$ cat config.mk
export PLATFORM = sky130hd
export DESIGN_NAME = serial_tx
export DESIGN_NICKNAME = d
export VERILOG_FILES = /design/src/rtl/serial_tx.sv
export SDC_FILE = /design/constraint.sdc
export NUM_CORES = 1
export LEC_CHECK = 0
export ABC_AREA = 1
export CAP_MARGIN = 5
export CORE_MARGIN = 1
export CORE_UTILIZATION = 55
export CTS_BUF_LIST = sky130_fd_sc_hd__clkbuf_4
export DETAILED_ROUTE_END_ITERATION = 10
export MAX_ROUTING_LAYER = met4
export PLACE_DENSITY = 0.81
export SLEW_MARGIN = 30
export SYNTH_ARGS = -nofsm -noshare
export SYNTH_HDL_FRONTEND = slang
export SYNTH_SLANG_ARGS = --single-unit
$ cat constraint.sdc
create_clock -name CLK -period 1.65 [get_ports CLK]
set_input_delay 0.165 -clock CLK [delete_from_list [all_inputs] [get_ports CLK]]
set_output_delay 0.165 -clock CLK [all_outputs]
set_load 0.1 [all_outputs]
$ cat src/rtl/serial_tx.sv
// Framed parallel-in/serial-out transmitter: start bit, DATA_W data bits LSB first, stop bit,
// each held for CLKS_PER_BIT clocks. TXD is driven straight from a flop.
module serial_tx #(
    parameter int DATA_W       = 8,
    parameter int CLKS_PER_BIT = 4
) (
    input  logic              CLK,
    input  logic              RST,
    input  logic [DATA_W-1:0] DIN,
    input  logic              VALID,
    output logic              READY,
    output logic              TXD,
    output logic              BUSY
);

    localparam int CW = (CLKS_PER_BIT > 1) ? $clog2(CLKS_PER_BIT) : 1;
    localparam int BW = (DATA_W > 1) ? $clog2(DATA_W) : 1;
    localparam logic [CW-1:0] CYC_LAST = CW'(CLKS_PER_BIT - 1);
    localparam logic [BW-1:0] BIT_LAST = BW'(DATA_W - 1);

    typedef enum logic [1:0] {
        IDLE,
        START,
        DATA,
        STOP
    } state_t;

    state_t            state, state_nxt;
    logic              txd_q, txd_nxt;
    logic [CW-1:0]     cyc_cnt, cyc_nxt;
    logic [BW-1:0]     bit_cnt, bit_nxt;
    logic [DATA_W-1:0] shift, shift_nxt;
    logic              bit_done;

    assign bit_done = (cyc_cnt == CYC_LAST);

    // NOTE: every registered signal gets a default first, so no path through this block
    // leaves a variable unassigned and no latch can be inferred.
    always_comb begin
        state_nxt = state;
        txd_nxt   = txd_q;
        cyc_nxt   = cyc_cnt;
        bit_nxt   = bit_cnt;
        shift_nxt = shift;
        unique case (state)
            IDLE: begin
                txd_nxt = 1'b1;
                // READY is implied by being in IDLE, so VALID alone marks the accept edge.
                if (VALID) begin
                    shift_nxt = DIN;
                    txd_nxt   = 1'b0;
                    cyc_nxt   = '0;
                    bit_nxt   = '0;
                    state_nxt = START;
                end
            end
            START: begin
                if (bit_done) begin
                    cyc_nxt   = '0;
                    txd_nxt   = shift[0];
                    state_nxt = DATA;
                end else begin
                    cyc_nxt = cyc_cnt + CW'(1);
                end
            end
            DATA: begin
                if (bit_done) begin
                    cyc_nxt   = '0;
                    shift_nxt = shift >> 1;
                    if (bit_cnt == BIT_LAST) begin
                        txd_nxt   = 1'b1;
                        state_nxt = STOP;
                    end else begin
                        bit_nxt = bit_cnt + BW'(1);
                        txd_nxt = shift_nxt[0];
                    end
                end else begin
                    cyc_nxt = cyc_cnt + CW'(1);
                end
            end
            STOP: begin
                if (bit_done) begin
                    cyc_nxt   = '0;
                    state_nxt = IDLE;
                end else begin
                    cyc_nxt = cyc_cnt + CW'(1);
                end
            end
            default: state_nxt = IDLE;
        endcase
    end

    // NOTE: sequential state uses non-blocking assignments so every flop samples the
    // pre-edge values regardless of statement order.
    always_ff @(posedge CLK) begin
        if (RST) begin
            state   <= IDLE;
            txd_q   <= 1'b1;
            cyc_cnt <= '0;
            bit_cnt <= '0;
            shift   <= '0;
        end else begin
            state   <= state_nxt;
            txd_q   <= txd_nxt;
            cyc_cnt <= cyc_nxt;
            bit_cnt <= bit_nxt;
            shift   <= shift_nxt;
        end
    end

    assign READY = (state == IDLE);
    assign BUSY  = (state != IDLE);
    assign TXD   = txd_q;

endmodule

==> impl_metrics.env <==
export IMPL_antenna_found_initial=0
export IMPL_relSlewSlack=0.811
export IMPL_critPathArrivalTime_ps=1710
export IMPL_clockRootBuffer="clkbuf_4"
export IMPL_ctsResizeCount=0
export IMPL_worstPathMaxFanout=15
export IMPL_ir_drop_mv=1.65
export IMPL_place_ws_ps=169
export IMPL_io_pins=14
export IMPL_die_w_um=43.9
export IMPL_grt_usage=0.264
export IMPL_row_count=14
export IMPL_instances_no_fill=173
export IMPL_r2r_start="state[0]$_SDFFE_PP0P_"
export IMPL_dieArea_um2=1930
export IMPL_most_common_layout_cells="46 x nand2_1, 16 x dfxtp_1, 15 x nor2_1"
export IMPL_drc=0
export IMPL_cts_tree="built"
export IMPL_fin_total_pwr_mw=2.33
export IMPL_routed_wl_um=2040
export IMPL_crit_family="flip-flops"
export IMPL_final_nets=178
export IMPL_critPathMaxStageDelay_ps=400
export IMPL_fmax_mhz=659
export IMPL_path_cells="inv_1, ha_1, nand2_2, nand2_4, inv_4, nand2_2, nand2_1, a21oi_1"
export IMPL_hold_start="shift[2]$_SDFFE_PP0P_"
export IMPL_synth_seq_cells=16
export IMPL_min_path_type="flop to flop"
export IMPL_grt_pass1_vias=888
export IMPL_final_antenna_net_count=0
export IMPL_cp_num_buf_inv=2
export IMPL_finalCritPeriodShare=0.920
export IMPL_hpwl_um=1560
export IMPL_skew_ps=1.90
export IMPL_tightest_slew_ps=283
export IMPL_n_antenna_cell=0
export IMPL_rsz0062_at_grt="false"
export IMPL_drive_above_1_share=0.134
export IMPL_coreArea_um2=1580
export IMPL_drv_cap=0
export IMPL_drt_pass1_iterations=6
export IMPL_cts_htree_levels=1
export IMPL_grt_pass1_wl_um=3620
export IMPL_p_per_area_nw_per_um2=1980
export IMPL_fin_util=0.745
export IMPL_cpMaxStageDelayCell="dfxtp_1"
export IMPL_hold_viol=0
export IMPL_finalSetupTns_ps=0
export IMPL_grt_start_max_net_pins=16
export IMPL_fill_cells=131
export IMPL_die_h_um=43.9
export IMPL_areaGrowthSynthToFinish_pct=21.6
export IMPL_mostFrequentLayoutCell="nand2_1"
export IMPL_clkTransAtPathRegs_ps=90
export IMPL_numCtsBuffers=3
export IMPL_worst_setup_path_start_kind="flop"
export IMPL_end_kind="flop"
export IMPL_cts_hold_buf=0
export IMPL_syn_num_nets=161
export IMPL_clockBufferDepth=2
export IMPL_first_iter_violations=22
export IMPL_post_cts_setup_buffers=0
export IMPL_drv_slew=0
export IMPL_yosys_warnings=0
export IMPL_timing_final_ws_setup_ps=132
export IMPL_gp_congestion=0.936
export IMPL_gr_total_overflow=0
export IMPL_vias_per_cell=5.20
export IMPL_finalSetupViolCount=0
export IMPL_required_ps=1840
export IMPL_status="finished, final reports clean"
export IMPL_dp_cells=169
export IMPL_io_buffers=13
export IMPL_ys_types=20
export IMPL_path_class="flop to flop"
export IMPL_yosysSeqAreaShare=0.332
export IMPL_initial_core_util=0.613
export IMPL_cts_sinks=16
export IMPL_syn_inst=141
export IMPL_clock_latency_ps=290
export IMPL_cpMostUsedCell="nand2_2"
export IMPL_netlist_area_um2=966
export IMPL_p_leak_nw=0.572
export IMPL_syn_avg_cell_area_um2=6.85
export IMPL_period_minus_slack_ps=1520
export IMPL_wl_per_cell_um=11.8
export IMPL_num_vias=899
export IMPL_crit_path_start="state[0]$_SDFFE_PP0P_"
==> worst reg2reg max path, cell delays in order (launching register included) <==
cell and delay, ps:
dfxtp_1 400, inv_1 130, ha_1 270, nand2_2 120
nand2_4 70, inv_4 150, nand2_2 130, nand2_1 80
a21oi_1 60
==> registers in the layout (all words and copies together), names as in the netlist <==
register / flops
bit_cnt: 3
state: 2
TXD: 1
cyc_cnt: 2
shift: 8
==> worst paths after layout <==
path / endpoint / slack, ps / depth (start not counted)
hold / removal: shift[2]$_SDFFE_PP0P_ / 470 / 2
setup / recovery: shift[0]$_SDFFE_PP0P_ / 130 / 8
setup reg to reg: shift[0]$_SDFFE_PP0P_ / 130 / 8
hold reg to reg: shift[2]$_SDFFE_PP0P_ / 470 / 2
==> cells by family (layout without fill, tap and decap cells) <==
group                    count (synthesis)  after routing  share of synthesized area
AO/OA/AOI/OAI                           16             16                     0.0868
adder cells (fa/ha/maj)                  9              9                      0.117
buffers and inverters                   16             32                     0.0816
flip-flops                              16             16                      0.332
AND/OR/NAND/NOR                         84             84                      0.383
==> metrics by stage <==
step,area [µm²],hold slack [ps]
after floorplan,981,340
after global placement,1150,452
after detailed placement,1150,458
after CTS,1170,473
after global routing,1170,501
final,1170,470
==> where the power goes <==
part	total (mW)	switching (mW)	internal, mW
clock	0.214	0.126	0.0881
combinational	1.48	0.957	0.525
sequential	0.634	0.0983	0.536
total	2.33	1.18	1.15
==> synthesized netlist by cell type (all sizes together) <==
library cell  instances  area share
a21oi                13       0.067
nand2                51        0.22
ha                    9        0.12
nand3                15       0.083
or2                   1      0.0065
o21ai                 3       0.019
nor2                 16       0.065
dfxtp                16        0.33
nand3b                1      0.0078
buf                   3       0.028
inv                  13       0.053
==> layout make-up <==
type                            instances  area, µm²  area share
Multi-Input combinational cell        109        579       0.493
Timing Repair Buffer                   15        175       0.149
Clock buffer                            3       22.5      0.0192
Clock inverter                          1       3.75     0.00319
Sequential cell                        16        320       0.273
Inverter                               13       53.8      0.0458
Tap cell                               16       20.0      0.0170
==> metal layers <==
layer	vias up	track usage	wire length (µm)
met5	-	-	0
met4	0	0.133	39
met3	5	0.0375	63
met2	17	0.469	1020
met1	399	0.283	920
li1	478	-	-
No activity file was read; power rests on OpenSTA's default activity.
